**src/rtl/com_pkg.sv**
```systemverilog
// Shared definitions for the com_* RAM front-end blocks: grant encoding and assertion helpers.
`ifndef COM_PKG_SV
`define COM_PKG_SV

`define COM_ASSERT(lbl, clk, rst_n, prop) \
    lbl: assert property (@(posedge clk) disable iff (!rst_n) (prop)) \
        else $error("com assertion lbl");

`define COM_ASSERT_NEVER(lbl, clk, rst_n, cond) \
    `COM_ASSERT(lbl, clk, rst_n, !(cond))

package com_pkg;

    typedef enum logic [1:0] {
        GNT_NONE = 2'd0,
        GNT_WR   = 2'd1,
        GNT_RD   = 2'd2
    } gnt_e;

endpackage

`endif

```
**src/rtl/com_sync_fifo_reg.sv**
```systemverilog
// Register-based synchronous FIFO: circular buffer with the head entry readable without a pop.
module com_sync_fifo_reg #(
    parameter int unsigned DATA_W = 32,
    parameter int unsigned DEPTH  = 3
) (
    input  logic                       clk,
    input  logic                       rst_n,
    input  logic                       push,
    input  logic [DATA_W-1:0]          push_data,
    input  logic                       pop,
    output logic [$clog2(DEPTH+1)-1:0] cnt,
    output logic                       empty,
    output logic                       full,
    output logic [DATA_W-1:0]          head_data
);

    localparam int unsigned CNT_W = $clog2(DEPTH + 1);
    localparam int unsigned PTR_W = (DEPTH > 1) ? $clog2(DEPTH) : 1;

    logic [DATA_W-1:0] mem_q [DEPTH];
    logic [PTR_W-1:0]  wr_ptr_q, wr_ptr_d;
    logic [PTR_W-1:0]  rd_ptr_q, rd_ptr_d;
    logic [CNT_W-1:0]  cnt_q, cnt_d;
    logic              do_pop;

    // Pointer increment with wrap, so DEPTH need not be a power of two.
    function automatic logic [PTR_W-1:0] ptr_inc(input logic [PTR_W-1:0] p);
        return (p == PTR_W'(DEPTH - 1)) ? '0 : p + PTR_W'(1);
    endfunction

    always_comb begin
        do_pop   = pop && (cnt_q != '0);
        wr_ptr_d = push   ? ptr_inc(wr_ptr_q) : wr_ptr_q;
        rd_ptr_d = do_pop ? ptr_inc(rd_ptr_q) : rd_ptr_q;
        cnt_d    = cnt_q + CNT_W'(push) - CNT_W'(do_pop);
    end

    always_ff @(posedge clk or negedge rst_n) begin
        if (!rst_n) begin
            wr_ptr_q <= '0;
            rd_ptr_q <= '0;
            cnt_q    <= '0;
        end else begin
            wr_ptr_q <= wr_ptr_d;
            rd_ptr_q <= rd_ptr_d;
            cnt_q    <= cnt_d;
        end
    end

    always_ff @(posedge clk or negedge rst_n) begin
        if (!rst_n) begin
            for (int i = 0; i < int'(DEPTH); i++) begin
                mem_q[i] <= '0;
            end
        end else if (push) begin
            mem_q[wr_ptr_q] <= push_data;
        end
    end

    assign cnt       = cnt_q;
    assign empty     = (cnt_q == '0);
    assign full      = (cnt_q == CNT_W'(DEPTH));
    assign head_data = mem_q[rd_ptr_q];

    `COM_ASSERT_NEVER(a_fifo_push_full, clk, rst_n, push && full)

endmodule

```
**src/rtl/com_spram_arb.sv**
```systemverilog
// Round-robin write/read arbiter in front of the single-port RAM shell, with a
// response FIFO that absorbs read data while the consumer stalls.
module com_spram_arb
    import com_pkg::*;
#(
    parameter  int unsigned DATA_W    = 32,
    parameter  int unsigned DEPTH     = 64,
    parameter  int unsigned STRB_W    = 1,
    parameter  int unsigned RSP_DEPTH = 3,
    localparam int unsigned ADDR_W    = $clog2(DEPTH)
) (
    input  logic              clk,
    input  logic              rst_n,
    input  logic              wr_vld,
    output logic              wr_rdy,
    input  logic [ADDR_W-1:0] wr_addr,
    input  logic [STRB_W-1:0] wr_strb,
    input  logic [DATA_W-1:0] wr_data,
    input  logic              rd_vld,
    output logic              rd_rdy,
    input  logic [ADDR_W-1:0] rd_addr,
    output logic              rsp_vld,
    input  logic              rsp_rdy,
    output logic [DATA_W-1:0] rsp_data,
    output logic              ram_ce_n,
    output logic [STRB_W-1:0] ram_we,
    output logic [ADDR_W-1:0] ram_addr,
    output logic [DATA_W-1:0] ram_wdata,
    input  logic [DATA_W-1:0] ram_rdata
);

    localparam int unsigned CNT_W = $clog2(RSP_DEPTH + 1);

    gnt_e              gnt;
    gnt_e              last_gnt_q, last_gnt_d;
    logic              pend_q, pend_d;
    logic [ADDR_W-1:0] addr_q, addr_d;
    logic [DATA_W-1:0] wdata_q, wdata_d;
    logic              wr_req, rd_req, rd_ok;
    logic [CNT_W-1:0]  fifo_cnt;
    logic              fifo_empty, fifo_full;
    logic [DATA_W-1:0] fifo_head;

    // Credit check ignores this cycle's pop so rsp_rdy never reaches rd_rdy combinationally.
    assign rd_ok  = ((CNT_W+1)'(fifo_cnt) + (CNT_W+1)'(pend_q)) < (CNT_W+1)'(RSP_DEPTH);
    assign wr_req = wr_vld && rst_n;
    assign rd_req = rd_vld && rd_ok && rst_n;

    always_ff @(posedge clk or negedge rst_n) begin
        if (!rst_n) begin
            last_gnt_q <= GNT_RD;
            pend_q     <= 1'b0;
            addr_q     <= '0;
            wdata_q    <= '0;
        end else begin
            last_gnt_q <= last_gnt_d;
            pend_q     <= pend_d;
            addr_q     <= addr_d;
            wdata_q    <= wdata_d;
        end
    end

    // Grant selection and next-state for the round-robin pointer and hold registers.
    always_comb begin
        gnt        = GNT_NONE;
        last_gnt_d = last_gnt_q;
        addr_d     = addr_q;
        wdata_d    = wdata_q;
        if (wr_req && rd_req) begin
            gnt = (last_gnt_q == GNT_WR) ? GNT_RD : GNT_WR;
        end else if (wr_req) begin
            gnt = GNT_WR;
        end else if (rd_req) begin
            gnt = GNT_RD;
        end
        if (gnt != GNT_NONE) begin
            last_gnt_d = gnt;
        end
        if (gnt == GNT_WR) begin
            addr_d  = wr_addr;
            wdata_d = wr_data;
        end else if (gnt == GNT_RD) begin
            addr_d = rd_addr;
        end
        pend_d = (gnt == GNT_RD);
    end

    // Handshakes and RAM pins; idle cycles hold address/data to avoid toggling.
    always_comb begin
        wr_rdy    = (gnt == GNT_WR);
        rd_rdy    = (gnt == GNT_RD);
        ram_ce_n  = (gnt == GNT_NONE);
        ram_we    = '0;
        ram_addr  = addr_d;
        ram_wdata = wdata_d;
        if (gnt == GNT_WR) begin
            ram_we = wr_strb;
        end
    end

    com_sync_fifo_reg #(
        .DATA_W (DATA_W),
        .DEPTH  (RSP_DEPTH)
    ) u_rsp_fifo (
        .clk       (clk),
        .rst_n     (rst_n),
        .push      (pend_q),
        .push_data (ram_rdata),
        .pop       (rsp_vld && rsp_rdy),
        .cnt       (fifo_cnt),
        .empty     (fifo_empty),
        .full      (fifo_full),
        .head_data (fifo_head)
    );

    assign rsp_vld  = !fifo_empty;
    assign rsp_data = fifo_head;

    `COM_ASSERT_NEVER(a_rsp_overflow, clk, rst_n, pend_q && fifo_full)

endmodule

```
**config.mk**
```make
export PLATFORM = sky130hd
export DESIGN_NAME = com_spram_arb
export DESIGN_NICKNAME = d
export VERILOG_FILES = /design/src/rtl/com_pkg.sv /design/src/rtl/com_sync_fifo_reg.sv /design/src/rtl/com_spram_arb.sv
export SDC_FILE = /design/constraint.sdc
export NUM_CORES = 1
export LEC_CHECK = 0
export ABC_AREA = 1
export BUFFER_PORTS_ARGS = -buffer_cell sky130_fd_sc_hd__buf_2
export CORE_MARGIN = 5
export CORE_UTILIZATION = 40
export CTS_BUF_LIST = sky130_fd_sc_hd__clkbuf_16
export DETAILED_ROUTE_END_ITERATION = 7
export MAX_ROUTING_LAYER = met4
export PLACE_DENSITY = 0.66
export RECOVER_POWER = 50
export SLEW_MARGIN = 10
export SYNTH_ARGS = -nofsm -noshare
export SYNTH_HDL_FRONTEND = slang
export SYNTH_HIERARCHICAL = 1
export SYNTH_SLANG_ARGS = --single-unit
```
**constraint.sdc**
```tcl
create_clock -name clk -period 1.65 [get_ports clk]
set_input_delay 0.0825 -clock clk [delete_from_list [all_inputs] [get_ports clk]]
set_output_delay 0.0825 -clock clk [all_outputs]
set_load 0.1 [all_outputs]
```
==> results.tsv, run 1 <==
metric	value	unit
status	finished, violations left	
violations	setup timing	
netlist_area	6807	um2
rsz0062_at_grt	yes	
port_buffers	156	
finalNonFillerCells	1320	
worst_pin_slew	1.092	ns
dieArea	19720	um2
cpMaxStageDelayCell	dfrtp_4	
clock_latency	0.43	ns
detail-route-antenna-nets	0	
dp_cells	1180	
n_fill_cell	924	
grt_pass1_wl	40590	um
synth.net_count	910	
start_util	40.90	%
grt_antenna_before_repair	0	
fmax	415.7	MHz
final_hold_viol_count	0	
numCtsBuffers	17	
via_per_inst	5.645	
drive_above_1_share	49.09	%
routed_wl	28280	um
critical_path.max_stage_delay	0.49	ns
cts_root_buffer	clkbuf_16	
syn_avg_cell_area	8.260	um2
arrival	2.32	ns
h-tree-depth	4	
final-seq-area	3586	um2
coreArea	16640	um2
grtUsageTotal	26.65	%
cts_tree	built	
core.rowCount	47	
finClkSkew	0.01158	ns
first_pass_iters	5	
io_pins	157	
grt_max_degree	103	
slew_headroom	27.22	%
setup_viol	214	
cts_buffer_depth	2	
die_x	140.4	um
multiInputGateArea	4826	um2
ys_warn_count	6	
clkTransAtPathRegs	0.06	ns
first_iter_violations	584	
clock-sinks	143	
via_count	7451	
remaining_drc_errors	0	
grt_pass1_vias	7614	
startpoint_type	flop	
crit_chain	ha_4 -> ha_4 -> nand2_4 -> inv_4 -> o21ai_4 -> buf_6 -> buf_16 -> nand3_4 -> nand2_4 -> buf_12	
globalRoute.totalOverflow	0	
chipHeight	140.4	um
setup_ws	-0.7554	ns
cap_violations	0	
fin_crit	2.405	ns
critPathKind	flop to primary output	
crit_required	1.57	ns
cp-end-kind	primary output	
area_delta_synth_final	93.16	%
antenna_cells	0	
critPathMaxFanout	8	
syn_inst	824	
dpl.hpwl	14130	um
layout.nets	1176	
routabilityCongestion	0.8146	
min_period_over_period	145.8	%
slew_viol_final	0	
drt-wirelength-per-cell	21.42	um
min_path_type	primary input to flop	
-- metrics by stage --
step           TNS, ns  hold WS [ns]  setup slack, ns  utilization [%]  area [um2]
2_1_floorplan   -18.20       -0.2131          -0.3409                -        7437
3_3_place_gp    -31.91        0.1852          -0.2700            57.94        9642
3_5_place_dp    -33.81        0.1787          -0.3146            57.94        9642
4_1_cts         -59.00      0.006310          -0.7017            72.59       12080
5_1_grt         -78.93       0.04292          -0.8124            79.00       13150
6_report        -64.53       0.02811          -0.7554            79.00       13150
-- layer usage --
layer	global-route usage (%)	vias to the layer above	wire length, um
met1	30.84	3658	10540
li1	-	3311	-
met3	7.464	91	2316
met5	-	-	0
met4	8.108	0	988
met2	45.16	391	14430
-- state kept, by name (all words and copies together) (netlist names) --
register / cells
u_rsp_fifo/mem_q: 96
wdata_q: 32
addr_q: 6
last_gnt_q: 2
u_rsp_fifo/cnt: 2
u_rsp_fifo/rd_ptr_q: 2
u_rsp_fifo/wr_ptr_q: 2
pend_q: 1
-- timing repair --
action / 4_1_cts / 5_1_grt
cloned: 11 / 6
endpoints found under the setup margin: 214 / 214
setup buffers: 13 / 15
pin swaps: 15 / 48
gates resized for setup: 165 / 180
hold buffers: 71 / 0
hold endpoints to repair: 276 / 0
-- final cells by class --
cell class	instances	area share, %
clock buffer	17	3.236
clock inverter	12	1.113
inverter	24	0.8850
multi-input combinational	589	36.71
sequential	143	27.27
tap	220	2.094
timing repair buffer	315	28.69
-- worst max-delay path: cells and delay by family (launching register included) --
kind / cells / cell delay, ns
fa+ha+maj: 2 / 0.38
simple gates: 3 / 0.26
compound gates: 1 / 0.20
buf+inv: 4 / 0.56
flops: 1 / 0.49
-- cells in the final DEF, fill, tap and decap left out, types with 3 or more instances in the layout --
cell type and count:
nand2_8 8, buf_2 80, nand3_2 90, clkinvlp_4 5
o21ai_0 3, inv_2 4, buf_4 39, nand3_4 71
nand2_4 76, inv_1 16, buf_16 7, nand2_1 211
nor2_4 3, nand3_1 49, nand4_1 64, dfrtp_1 139
buf_6 18, bufinv_16 3, buf_12 90, dlygate4sd3_1 71
nand2_2 4, clkbuf_16 22
-- path summary, 6_finish.rpt --
kind | end | from | slack (ns) | cells past startpoint
worst max-delay path | ram_wdata[7] | pend_q | -0.76 | 10
max in group asynchronous | u_rsp_fifo/mem_q[60] | rst_n | 0.14 | 3
worst max register to register | u_rsp_fifo/mem_q[13] | pend_q | -0.34 | 5
min in group asynchronous | wdata_q[25] | rst_n | 0.84 | 3
worst min register to register | u_rsp_fifo/mem_q[5] | u_rsp_fifo/mem_q[5] | 0.47 | 2
worst min-delay path | addr_q[4] | rd_addr[4] | 0.03 | 5
Power of run 1 is left out: the tool's default activity adds up to more than one toggle a clock period on the data nets, which glitch-free logic cannot reach.
==> run 2: changes to the inputs <==
--- a/config.mk
+++ b/config.mk
@@ -12,8 +12,8 @@
 export CTS_BUF_LIST = sky130_fd_sc_hd__clkbuf_16
 export DETAILED_ROUTE_END_ITERATION = 7
 export MAX_ROUTING_LAYER = met4
-export PLACE_DENSITY = 0.66
 export RECOVER_POWER = 50
+export SETUP_SLACK_MARGIN = 0.15
 export SLEW_MARGIN = 10
 export SYNTH_ARGS = -nofsm -noshare
 export SYNTH_HDL_FRONTEND = slang
==> results.tsv, run 2 (synthesis results as in run 1) <==
metric	value	unit	change
layout.nets	1176		unchanged
reg2reg_depth	4		was 5
finClkSkew	0.006942	ns	was 0.01158 ns
crit_required	1.57	ns	about the same
remaining_drc_errors	0		unchanged
worst_pin_slew	1.003	ns	was 1.092 ns
grt_pass1_vias	7388		was 7614
min_period_over_period	141.5	%	was 145.8%
grt_pass1_wl	39810	um	was 40590 um
status	finished, violations left		unchanged
fmax	428.4	MHz	was 415.7 MHz
globalRoute.totalOverflow	0		unchanged
area_delta_synth_final	85.94	%	was 93.16%
cts_buffer_depth	2		unchanged
dpl.hpwl	14190	um	was 14130 um
min_path_type	primary input to flop		unchanged
setup_ws	-0.6845	ns	was -0.7554 ns
r2r_end	u_rsp_fifo/mem_q[1]		was u_rsp_fifo/mem_q[13]
grtUsageTotal	26.27	%	was 26.65%
start_util	40.90	%	unchanged
crit_chain	ha_4 -> ha_4 -> inv_2 -> nand3_4 -> o21ai_4 -> buf_4 -> nand3_1 -> nand2_4 -> buf_12		was ha_4 -> ha_4 -> nand2_4 -> inv_4 -> o21ai_4 -> buf_6 -> buf_16 -> nand3_4 -> nand2_4 -> buf_12
rr_startpoint	pend_q		unchanged
clock_latency	0.42	ns	was 0.43 ns
antenna_cells	0		unchanged
routabilityCongestion	0.7821		was 0.8146
clkTransAtPathRegs	0.06	ns	about the same
via_per_inst	5.441		was 5.645
h-tree-depth	4		unchanged
top_register	u_rsp_fifo/mem_q		unchanged
fin_crit	2.334	ns	was 2.405 ns
final_common_cell	nand2_1		unchanged
largest_register_ffs	96		unchanged
cap_violations	0		unchanged
critical_path.max_stage_delay	0.48	ns	was 0.49 ns
die_x	140.4	um	unchanged
regToRegSetupSlack	-0.27	ns	was -0.34 ns
clock-sinks	143		unchanged
routed_wl	25960	um	was 28280 um
grt_max_degree	126		was 103
slew_headroom	33.14	%	was 27.22%
cp-end-kind	primary output		unchanged
setup_viol	184		was 214
detail-route-antenna-nets	0		unchanged
violations	setup timing		unchanged
cpMostUsedCell	ha_4		
setup-tns-final	-41.34	ns	was -64.53 ns
coreArea	16640	um2	unchanged
drt-wirelength-per-cell	19.62	um	was 21.42 um
core.rowCount	47		unchanged
rsz0062_at_grt	yes		unchanged
largestRegisters	u_rsp_fifo/mem_q: 96 flops, wdata_q: 32 flops, addr_q: 6 flops		unchanged
first_pass_iters	5		unchanged
worst-path-buf-inv	3		was 4
via_count	7199		was 7451
final_hold_viol_count	0		unchanged
min_path_cells	5		unchanged
critical_path.top_delay_family	flip-flops		was buffers and inverters
worstHoldStart	rd_addr[3]		was rd_addr[4]
arrival	2.25	ns	was 2.32 ns
drive_above_1_share	43.97	%	was 49.09%
dieArea	19720	um2	unchanged
final_cell_mix	nand2_1, dfrtp_1, nand3_1, buf_12, buf_2		was nand2_1, dfrtp_1, nand3_2, buf_12, buf_2
cts_tree	built		unchanged
first_iter_violations	531		was 584
critPathMaxFanout	8		unchanged
cp_num_cells	9		was 10
io_pins	157		unchanged
numCtsBuffers	17		unchanged
slew_viol_final	0		unchanged
cpMaxStageDelayCell	dfrtp_4		unchanged
critPathKind	flop to primary output		unchanged
hold_end	addr_q[3]		was addr_q[4]
grt_antenna_before_repair	0		unchanged
chipHeight	140.4	um	unchanged
startpoint_type	flop		unchanged
port_buffers	156		unchanged
cts_root_buffer	clkbuf_16		unchanged
-- run 2: how the worst max path moves through the flow --
| stage | startpoint | endpoint | slack (ns) |
|---|---|---|---|
| after floorplan | pend_q | pend_q | -0.34 |
| after global placement | pend_q | ram_wdata[10] | -0.20 |
| after detailed placement | pend_q | ram_addr[2] | -0.22 |
| after CTS | pend_q | ram_wdata[10] | -0.66 |
| after global routing | pend_q | ram_wdata[27] | -0.77 |
| final | pend_q | ram_wdata[27] | -0.68 |
-- run 2: worst register-to-register path, delay by kind of cell (launching register included) --
| kind | cells | cell delay, ns |
|---|---|---|
| buffers and inverters | 2 | 1.08 |
| and+or+nand+nor | 2 | 0.35 |
| DFF | 1 | 0.42 |
-- run 2: layout make-up --
| class | count | area, um2 |
|---|---|---|
| clock buffer | 17 | 425.4 |
| tap | 220 | 275.3 |
| fill | 1067 | 3986 |
| inverter | 24 | 121.4 |
| timing repair buffer | 316 | 3862 |
| clock inverter | 15 | 103.9 |
| multi-input combinational | 588 | 4280 |
| sequential | 143 | 3587 |
-- run 2: metrics by stage --
stage	cells	area (um2)	hold slack [ns]	utilization [%]	worst slack, ns
floorplan	824	7447	-0.2131	-	-0.3409
global placement	1182	9704	0.1477	58.31	-0.2009
global route	1323	12660	0.06115	76.05	-0.7748
finish	1323	12660	0.04413	76.05	-0.6845
detailed placement	1182	9704	0.1407	58.31	-0.2239
CTS	1312	12190	0.009433	73.24	-0.6643
-- run 2: metal layers --
metal,up-vias,global-route usage [%],part of all wire [%]
li1,3311,-,-
met1,3499,31.90,39
met2,330,42.77,50
met3,59,7.157,7.9
met4,0,8.312,2.9
met5,-,-,0
-- run 2: what timing repair did --
| action | in CTS | in global routing |
|---|---|---|
| hold endpoints to repair | 276 | 0 |
| hold buffers | 71 | 0 |
| cloned | 11 | 6 |
| pin swaps | 34 | 28 |
| setup endpoints to repair | 213 | 216 |
| buffers inserted | 16 | 5 |
| gates resized for setup | 183 | 57 |
Power of run 2 is left out for the same reason.
